===== src/rtl/div_pkg.sv =====
// div_pkg: shared types and helpers for the div128by64 divider.
//   div_state_t : FSM state encoding (IDLE, RUN, DONE)
//   DIV_W       : default operand width
//   quot_sat()  : saturated quotient (all-ones) returned on div-by-zero / overflow
package div_pkg;

  typedef enum logic [1:0] {IDLE, RUN, DONE} div_state_t;

  localparam int unsigned DIV_W = 64;

  // All-ones in the low w bits; callers cast down to their own quotient width.
  function automatic logic [DIV_W-1:0] quot_sat(input int unsigned w);
    logic [DIV_W-1:0] v;
    v = '0;
    for (int unsigned i = 0; i < DIV_W; i++) begin
      if (i < w) v[i] = 1'b1;
    end
    return v;
  endfunction

endpackage


===== src/rtl/div_step.sv =====
// div_step: one combinational radix-2 restoring division step.
//   rem_i     : partial remainder (always < divisor_i on entry)
//   bit_i     : next dividend bit shifted in at the bottom
//   divisor_i : divisor
//   rem_o     : new partial remainder (< divisor_i)
//   q_o       : quotient bit produced by this step
module div_step #(
  parameter int unsigned W = 64
) (
  input  logic [W-1:0] rem_i,
  input  logic         bit_i,
  input  logic [W-1:0] divisor_i,
  output logic [W-1:0] rem_o,
  output logic         q_o
);

  logic [W:0] t;

  always_comb begin
    t   = {rem_i, bit_i};
    q_o = (t >= {1'b0, divisor_i});
    // The difference is below the divisor, so it always fits in W bits.
    rem_o = q_o ? W'(t - {1'b0, divisor_i}) : t[W-1:0];
  end

endmodule


===== src/rtl/div128by64.sv =====
// div128by64: multi-cycle unsigned 2W/W divider (restoring, valid/ready on both sides).
//   clk, rst             : clock, asynchronous active-high reset
//   in_valid/in_ready    : operand handshake; dividend (2W bits), divisor (W bits)
//   out_valid/out_ready  : result handshake; result held until accepted
//   quotient, remainder  : W-bit results
//   div_zero, overflow   : divisor was zero / quotient does not fit in W bits
// Build option: define DIV128_RADIX4_EN to retire two quotient bits per clock (latency W/2).
module div128by64
  import div_pkg::*;
#(
  parameter int unsigned W = DIV_W
) (
  input  logic           clk,
  input  logic           rst,
  input  logic           in_valid,
  output logic           in_ready,
  input  logic [2*W-1:0] dividend,
  input  logic [W-1:0]   divisor,
  output logic           out_valid,
  input  logic           out_ready,
  output logic [W-1:0]   quotient,
  output logic [W-1:0]   remainder,
  output logic           div_zero,
  output logic           overflow
);

  localparam int unsigned CntW = $clog2(W);
  localparam logic [W-1:0] QSat = W'(quot_sat(W));
`ifdef DIV128_RADIX4_EN
  localparam logic [CntW-1:0] CntLast = CntW'(W / 2 - 1);
`else
  localparam logic [CntW-1:0] CntLast = CntW'(W - 1);
`endif

  div_state_t      state_q, state_d;
  logic [W-1:0]    rem_q, rem_d;
  logic [W-1:0]    qshift_q, qshift_d;
  logic [W-1:0]    divisor_q, divisor_d;
  logic [CntW-1:0] cnt_q, cnt_d;
  logic            out_valid_q, out_valid_d;
  logic [W-1:0]    quotient_q, quotient_d;
  logic [W-1:0]    remainder_q, remainder_d;
  logic            div_zero_q, div_zero_d;
  logic            overflow_q, overflow_d;

  logic [W-1:0] s1_rem;
  logic         s1_q;
  logic [W-1:0] step_rem;
  logic [W-1:0] step_qshift;

  // The top bit of qshift is the next dividend bit; quotient bits fill in from the bottom.
  div_step #(.W(W)) u_step0 (
    .rem_i     (rem_q),
    .bit_i     (qshift_q[W-1]),
    .divisor_i (divisor_q),
    .rem_o     (s1_rem),
    .q_o       (s1_q)
  );

`ifdef DIV128_RADIX4_EN
  logic [W-1:0] s2_rem;
  logic         s2_q;

  div_step #(.W(W)) u_step1 (
    .rem_i     (s1_rem),
    .bit_i     (qshift_q[W-2]),
    .divisor_i (divisor_q),
    .rem_o     (s2_rem),
    .q_o       (s2_q)
  );

  assign step_rem    = s2_rem;
  assign step_qshift = {qshift_q[W-3:0], s1_q, s2_q};
`else
  assign step_rem    = s1_rem;
  assign step_qshift = {qshift_q[W-2:0], s1_q};
`endif

  assign in_ready  = (state_q == IDLE) & ~rst;
  assign out_valid = out_valid_q;
  assign quotient  = quotient_q;
  assign remainder = remainder_q;
  assign div_zero  = div_zero_q;
  assign overflow  = overflow_q;

  always_comb begin
    state_d     = state_q;
    rem_d       = rem_q;
    qshift_d    = qshift_q;
    divisor_d   = divisor_q;
    cnt_d       = cnt_q;
    out_valid_d = out_valid_q;
    quotient_d  = quotient_q;
    remainder_d = remainder_q;
    div_zero_d  = div_zero_q;
    overflow_d  = overflow_q;

    unique case (state_q)
      IDLE: begin
        if (in_valid && in_ready) begin
          divisor_d = divisor;
          rem_d     = dividend[2*W-1:W];
          qshift_d  = dividend[W-1:0];
          cnt_d     = '0;
          if (divisor == '0) begin
            state_d     = DONE;
            out_valid_d = 1'b1;
            quotient_d  = QSat;
            remainder_d = dividend[W-1:0];
            div_zero_d  = 1'b1;
          end else if (dividend[2*W-1:W] >= divisor) begin
            state_d     = DONE;
            out_valid_d = 1'b1;
            quotient_d  = QSat;
            remainder_d = dividend[W-1:0];
            overflow_d  = 1'b1;
          end else begin
            state_d = RUN;
          end
        end
      end
      RUN: begin
        rem_d    = step_rem;
        qshift_d = step_qshift;
        cnt_d    = cnt_q + 1'b1;
        if (cnt_q == CntLast) begin
          state_d     = DONE;
          out_valid_d = 1'b1;
          quotient_d  = step_qshift;
          remainder_d = step_rem;
        end
      end
      DONE: begin
        if (out_valid_q && out_ready) begin
          state_d     = IDLE;
          out_valid_d = 1'b0;
          div_zero_d  = 1'b0;
          overflow_d  = 1'b0;
        end
      end
      default: state_d = IDLE;
    endcase
  end

  always_ff @(posedge clk or posedge rst) begin
    if (rst) begin
      state_q     <= IDLE;
      rem_q       <= '0;
      qshift_q    <= '0;
      divisor_q   <= '0;
      cnt_q       <= '0;
      out_valid_q <= 1'b0;
      quotient_q  <= '0;
      remainder_q <= '0;
      div_zero_q  <= 1'b0;
      overflow_q  <= 1'b0;
    end else begin
      state_q     <= state_d;
      rem_q       <= rem_d;
      qshift_q    <= qshift_d;
      divisor_q   <= divisor_d;
      cnt_q       <= cnt_d;
      out_valid_q <= out_valid_d;
      quotient_q  <= quotient_d;
      remainder_q <= remainder_d;
      div_zero_q  <= div_zero_d;
      overflow_q  <= overflow_d;
    end
  end

endmodule


===== config.mk =====
export PLATFORM = sky130hd
export DESIGN_NAME = div128by64
export DESIGN_NICKNAME = d
export VERILOG_FILES = /design/src/rtl/div_pkg.sv /design/src/rtl/div_step.sv /design/src/rtl/div128by64.sv
export SDC_FILE = /design/constraint.sdc
export NUM_CORES = 1
export LEC_CHECK = 0
export CAP_MARGIN = 30
export CORE_UTILIZATION = 50
export DETAILED_ROUTE_END_ITERATION = 10
export PLACE_DENSITY = 0.86
export SLEW_MARGIN = 20
export SYNTH_ARGS = -nofsm -noshare
export SYNTH_HDL_FRONTEND = slang
export SYNTH_SLANG_ARGS = --single-unit

===== constraint.sdc =====
create_clock -name clk -period 11.95 [get_ports clk]
set_clock_uncertainty 0.05 [all_clocks]
set_input_delay 1.195 -clock clk [delete_from_list [all_inputs] [get_ports clk]]
set_output_delay 1.195 -clock clk [all_outputs]
set_load 0.005 [all_outputs]

# [Yosys cells after proc, flatten, opt, wreduce, memory -nomap -nowiden]
# Cells that the tools add are included.
[totals] elab_cells=75 output_inout_bits=132 in_bits=196 register_bits=331
[classes] muxes=35 magnitude_cmp=2 eq_ne=10 reduce_logical=14 add_sub_neg=2 bitwise_logic=2
[ops] cell="$mux W64" count=11
[ops] cell="$pmux W64 S2" count=4
[ops] cell="$ge A65 B64 Y1" count=1
[ops] cell="$ge A64 B64 Y1" count=1
[ops] cell="$logic_not A64 Y1" count=1
[ops] cell="$sub A64 B64 Y64" count=1
[ops] cell="$pmux W6 S2" count=1
[ops] cell="$mux W2" count=5
[ops] cell="$reduce_and A5 Y1" count=2
[ops] cell="$mux W1" count=9
[ops] cell="$reduce_and A4 Y1" count=2
[ops] cell="$add A6 B1 Y6 const B" count=1
[ops] cell="$eq A6 B6 Y1 const B" count=1
[ops] cell="$mux W6" count=1
[ops] cell="$ne A2 B1 Y1 const B" count=3
[ops] cell="$ne A2 B2 Y1 const B" count=3
[ops] cell="$pmux W2 S3" count=1
[ops] cell="$pmux W1 S2" count=2
[ops] cell="$reduce_and A2 Y1" count=2
[ops] cell="$reduce_bool A2 Y1" count=2
[ops] cell="$ne A3 B1 Y1 const B" count=1
[ops] cell="$pmux W1 S3" count=1
[ops] cell="$reduce_and A3 Y1" count=1
[ops] cell="$reduce_bool A3 Y1" count=1
[ops] cell="6 further kinds" count=7

# [Longest topological paths before layout]
# Gate-level depths: netlist of run 1.
[depth] word_depth=5 mapped_depth=16 mapped_depth_nobuf=14

# [Hierarchy]
# Synthesis of run 1 repeated with hierarchy kept, for this count alone.
[unflattened] hier_cells=2318 hier_area_um2=20144.3
[modules_own_cells] mod="div128by64" seq_area_each_um2=8282.9 area_each_um2=15352.2 cells_per_inst=1561 instances=1
[modules_own_cells] mod="div_step" seq_area_each_um2=0.0 area_each_um2=4792.1 cells_per_inst=757 instances=1

# [Least setup slack after synthesis of run 1]
# No wires, ideal clock.
[synth_path] kind="input to register" from="input port divisor[46]" to="register remainder_q[47], in the netlist remainder[47]" cell_stages=13 t_required_ns=11.780 t_arrival_ns=4.243 n_path_buf=1 slack_ns=7.537 setup_ns=0.120 cell_sequence="inv_1 > ha_1 > nand4_1 > or4_1 > or4_1 > a2111oi_2 > o31ai_1 > o211ai_1 > a41oi_2 > a221o_1 > buf_6 > and2_0 > a31o_1"
[synth_between] elab_chain_len=4 word_cells_on_any_way=7 cone_classes="1 x order compare; 1 x eq/ne; 3 x mux; 2 x reduce/logical"
[synth_lines] element="from (decl)" line="div128by64.sv:18" source="input logic [W-1:0] divisor,"
[synth_lines] element="parallel branches: the longest is 4 deep, another holds $ge A64 B64 Y1"
[synth_lines] element="to (signal assigned)" line="div128by64.sv:165" source="remainder_q <= remainder_d;"
[synth_lines] element="to (decl)" line="div128by64.sv:42" source="logic [W-1:0] remainder_q, remainder_d;"
# Parallel ways; which one is timed is not known. The select of a mux whose other input is x is not followed.
# A chain may end at the register's enable or synchronous reset.

# [Final worst setup path of run 1]
[layout_path] from="input port divisor[46]" to="register remainder_q[31], in the netlist remainder[31]"
# The elaborated chain is that of the path after synthesis.

==> results of run 1 <==
worst max path at each step:
stage                     depth (start not counted)       endpoint  slack (ns)
final                                            16  remainder[31]        5.83
after global routing                             16  remainder[31]        5.68
after CTS                                        15  remainder[62]        5.67
after detailed placement                         15  remainder[62]        5.14
after global placement                           15  remainder[62]        5.23
after floorplan                                   1       cnt_q[0]        1.54
cell usage after synthesis, types with 6 or more instances:
cell and instances:
nor2_1 284, nand2b_1 10, buf_4 8, ha_1 129, o21ai_0 158, xnor2_1 35
clkbuf_1 113, nand3_1 20, a211oi_1 45, a21o_1 41, dfrtp_1 331, xor2_1 21
a22o_1 7, a21oi_1 130, a31oi_1 187, o31a_1 6, o31ai_1 7, o211ai_1 13
nand2_1 435, and3_1 14, a21boi_0 10, buf_2 14, o21bai_1 22, mux2i_1 15
nor2b_1 6, buf_1 7, nor4_1 22, nor3_1 26, inv_1 213, o21a_1 14
nand4_1 41, o31ai_2 32
flip-flops by register name (all words and copies together) (netlist names), 2 cells and up:
| signal | count |
|---|---|
| cnt_q | 6 |
| divisor_q | 64 |
| qshift_q | 64 |
| quotient | 64 |
| rem_q | 64 |
| remainder | 64 |
| state_q | 2 |
cells by family after synthesis:
| group | Yosys count |
|---|---|
| AND/OR/NAND/NOR | 880 |
| AO/OA/AOI/OAI | 722 |
| adder cells (fa/ha/maj) | 130 |
| multiplexers | 15 |
| buffers and inverters | 360 |
| flip-flops | 331 |
| XOR/XNOR | 56 |
critical path, delay by kind of cell:
| kind | cells | cell delay, ns |
|---|---|---|
| AOI/OAI and AO/OA | 7 | 1.74 |
| adders and majority gates | 1 | 0.29 |
| buffers and inverters | 5 | 1.75 |
| and+or+nand+nor | 3 | 1.46 |
power breakdown:
| part | internal [mW] | switching (mW) |
|---|---|---|
| Clock | 0.723 | 0.473 |
| Combinational | 1.97 | 3.05 |
| Sequential | 1.69 | 0.389 |
through the flow:
step / hold WS [ns] / power, mW / instances / instance area, µm² / utilization, %
after floorplan: 0.402 / 5.27 / 2494 / 20400 / -
after global placement: 0.414 / 6.81 / 3216 / 23900 / 59.6
after detailed placement: 0.416 / 6.96 / 3217 / 23900 / 59.7
after CTS: 0.429 / 8.18 / 3282 / 25200 / 62.9
after global routing: 0.460 / 8.88 / 3287 / 25200 / 63.1
final: 0.426 / 8.29 / 3288 / 25200 / 63.1
per-layer routing:
layer | wire (µm) | GRT usage, %
met1 | 28800 | 44.2
met4 | 2800 | 13.3
met2 | 30000 | 49.6
met3 | 5730 | 5.52
met5 | 0 | 0
area by class of cell:
cell class / instances / area share, %
diodes: 2 / 0.0198
clock buffers: 49 / 4.12
clock inverters: 16 / 0.897
inverters: 213 / 3.20
multi-input cells: 1803 / 42.4
flip-flops and latches: 331 / 32.8
well taps: 525 / 2.60
repair buffers: 349 / 13.9
==> flow_summary.toml, run 1 <==
[logic_synthesis]
synth_edf_count = 0
ys_types = 65
synth_simple_gate_area_share_pct = 18.0
synth_seq_cells = 331
synth-async-reset-ratio_pct = 100
synth_top_family_by_area = "compound AO/OA/AOI/OAI gates"
synthAdderAreaFrac_pct = 8.02
ys_warn_count = 0
synth_largest_area_cell = "dfrtp_1"
synth-xor-area-share_pct = 2.41
syn-cell-area_um2 = 20400
synthesis.nets = 2820
avgSynthCellArea_um2 = 8.17
synth_ff_type = "dfrtp_1"
seq_area_frac_synth_pct = 40.6
synthCells = 2494
ys_top_cells_by_area = "dfrtp_1, nand2_1, ha_1"
synth.area.mux_share_pct = 0.737
synth_compound_area_share_pct = 23.2
synth_top_area_share_pct = 40.6

[power_and_ir_drop]
leakagePower_nw = 11.2
ir_worst_vdd_uv = 183
p_per_area_nw_per_um2 = 329

[setup_path]
critPathMaxStageDelay_ns = 0.64
critPathLaunch = "divisor[46]"
slowest_stage = "or4_1"
worstPathRequired_ns = 12.35
start_kind = "input pin"
reg2regPathDepth = 12
cp_max_fo = 85
cp_cell_sequence = "clkdlybuf4s50_1 > inv_1 > ha_1 > nand4_1 > or4_1 > or4_1 > a2111oi_2 > o31ai_1 > o211ai_1 > a41oi_2 > a221oi_4 > buf_4 > buf_4 > buf_16 > o21ai_0 > o21ai_0"
reg2reg_slack_ns = 6.45
criticalPathCategory = "in -> reg"
r2r-start = "rem_q[1]"
r2r_end = "remainder[46]"
cp.arrival_ns = 6.53
end_kind = "register"

[routing]
initialDrtViolationCount = 2003
routed_wl_um = 67300
drc_errors = 0
via_count = 19800
wire_per_inst_um = 20.5
vias_per_cell = 6.02
ant_nets = 0
drtPass1Iterations = 6

[sta]
rsz0062_at_grt = "false"
slew_viol_final = 0
setup_viol = 0
tns_ns = 0
final_hold_viol_count = 0
tightest_slew_ns = 1.10
setup_slack_ns = 5.83
fin_crit_ns = 6.12
worst_slew_margin_rel_pct = 26.5
fmax_mhz = 163
finalCritPeriodShare_pct = 51.2

[place]
routabilityCongestion = 0.954
port_buffers = 327
pre_cts_ws_ns = 5.14
hpwl_um = 50900

[floorplan]
die_h_um = 204
core_um2 = 40000
io_pins = 328
initial_core_util_pct = 51.0
rows = 73
dieArea_um2 = 41600
fp.dieW_um = 204

[cells_and_area]
multi_input_area_um2 = 10700
num-nets-final = 3061
seqCellArea_um2 = 8280
area_growth_pct = 23.8
layout_commonest_cell = "nand2_1"
nFillCells = 3338
final_cell_mix = "nand2_1, dfrtp_1, clkdlybuf4s50_1"
drive_above_1_share_pct = 4.82

[min_path]
hold_path_depth = 1
holdCritStartpoint = "remainder[7]"
worstHoldPathType = "reg -> reg"
whs_endpoint = "remainder[7]"

[job]
maxCapViolCount = 0

[clocking]
clk_pin_slew_ns = 0.06
post_cts_resize_count = 0
clockBufferDepth = 3
clockRootBuffer = "clkbuf_16"
tritoncts = "built"
htreeDepth = 2
clock-sinks = 331
post_cts_buffers = 0
clock_latency_ns = 0.53
cts_made_buffers = 37
hold_buffers = 0

[global_routing]
grt_max_degree = 120
grt_pass1_vias = 18700
grt_usage_pct = 32.0
grt_remaining_overflow = 0
grt_pass1_wl_um = 104000
antenna_found_initial = 4

[status]
status = "completed"
No activity file was read; power rests on OpenSTA's default activity.
==> inputs of run 2 (changes only) <==
PLACE_DENSITY = 0.89   (was 0.86)
clock period = 5 ns   (was 11.95 ns; I/O delays follow)
==> run 2 against run 1 <==
Net effect: the flow now finishes with violations (design-rule violations); sequential power increased by 140%; core utilization increased by 0.70 points; total power rose by 140%; die area did not move; sequential share of layout area down 0.36 points; design area rose by 1.1%; first-iteration DRC count is 0.75% lower; hold slack worse by 0.12 ns; sequential cell count is the same; combinational power increased by 150%.
==> flow_summary.toml, run 2 (same netlist as run 1, synthesis figures left out) <==
[global_routing]
grt_pass1_vias = 19400
grt_usage_pct = 33.3
grt_max_degree = 138
antenna_found_initial = 2
grt_remaining_overflow = 0
grt_pass1_wl_um = 108000

[status]
status = "finished, violations left"
violations = "design-rule violations"

[routing]
drtPass1Iterations = 8
wire_per_inst_um = 21.0
ant_nets = 0
drc_errors = 2
vias_per_cell = 6.04
routed_wl_um = 69800
via_count = 20100
initialDrtViolationCount = 1988

[clocking]
hold_buffers = 0
post_cts_resize_count = 0
clk_pin_slew_ns = 0.06
post_cts_buffers = 0
cts_made_buffers = 37
tritoncts = "built"
clock-sinks = 331
clockRootBuffer = "clkbuf_16"
htreeDepth = 2
clock_latency_ns = 0.57
clockBufferDepth = 3

[setup_path]
critPathMaxStageDelay_ns = 0.68
cp.arrival_ns = 4.93
cp_max_fo = 16
cp_top_family = "compound AO/OA/AOI/OAI gates"
crit_buf_inv = 3
criticalPathCategory = "in -> reg"
slowest_stage = "or4_1"
start_kind = "input pin"
end_kind = "register"
worstPathRequired_ns = 5.35
cp_cell_sequence = "clkdlybuf4s50_1 > inv_1 > ha_1 > nand4_1 > or4_1 > or4_1 > a2111oi_2 > o31ai_1 > o211ai_1 > a41oi_2 > a221o_4 > buf_4 > a21oi_1 > a21oi_1"

[sta]
hold-worst-slack_ns = 0.306
fmax_mhz = 219
setup_viol = 0
final_hold_viol_count = 0
rsz0062_at_grt = "false"
slew_viol_final = 0
setup_slack_ns = 0.427
finalCritPeriodShare_pct = 91.5
fin_crit_ns = 4.57
worst_slew_margin_rel_pct = 35.4
tightest_slew_ns = 0.968

[cells_and_area]
final_cell_mix = "nand2_1, dfrtp_1, clkdlybuf4s50_1"
drive_above_1_share_pct = 5.86
layout_commonest_cell = "nand2_1"
fin_area_um2 = 25500
area_growth_pct = 25.2
num-nets-final = 3099

[place]
routabilityCongestion = 0.956
hpwl_um = 53000
port_buffers = 327
pre_cts_ws_ns = -0.107
placed_cell_area_um2 = 24300

[floorplan]
rows = 73
io_pins = 328
initial_core_util_pct = 51.0
core_um2 = 40000
dieArea_um2 = 41600
fp.dieW_um = 204
die_h_um = 204

[power_and_ir_drop]
ir_worst_vdd_uv = 440
p_per_area_nw_per_um2 = 791
leakagePower_nw = 11.4

[min_path]
worstHoldPathType = "in -> async"

[job]
maxCapViolCount = 0
-- run 2: layout make-up --
class,instances,area (µm²)
Multi-Input combinational cell,1803,10700
Fill cell,3312,14500
Clock buffer,57,1080
Inverter,213,803
Tap cell,525,657
Timing Repair Buffer,387,3870
Clock inverter,9,108
Sequential cell,331,8280
Antenna cell,2,5.00
-- run 2: metrics by stage --
step | power, mW | utilization, % | setup TNS [ns] | std cells
CTS | 20.0 | 63.8 | 0 | 3324
global route | 21.6 | 63.8 | 0 | 3325
finish | 20.2 | 63.8 | 0 | 3327
detailed placement | 17.1 | 60.8 | -2.23 | 3258
global placement | 16.8 | 60.8 | 0 | 3258
floorplan | 12.6 | - | 0 | 2494
-- run 2: report_power, final --
group	internal, mW	switching (mW)
clock network	1.56	1.15
registers	4.04	1.02
logic	5.03	7.39
-- run 2: layer usage --
layer  GRT usage, %  share of wire, %  vias to the layer above
met5              0                 0                        -
met4           14.2               4.1                        0
met3           4.67               8.4                      151
met2           52.0                45                     1021
met1           46.4                43                     9671
li1               -                 -                     9257
-- run 2: final timing paths --
path | startpoint | end | cells past startpoint | slack (ns)
hold reg to reg | remainder[7] | remainder[7] | 1 | 0.43
min in group clk | remainder[7] | remainder[7] | 1 | 0.43
setup reg to reg | qshift_q[63] | rem_q[26] | 15 | 0.59
setup / recovery | divisor[46] | remainder[38] | 14 | 0.43
hold / removal | rst | remainder[51] | 2 | 0.31
max in group asynchronous | rst | remainder[43] | 3 | 3.50
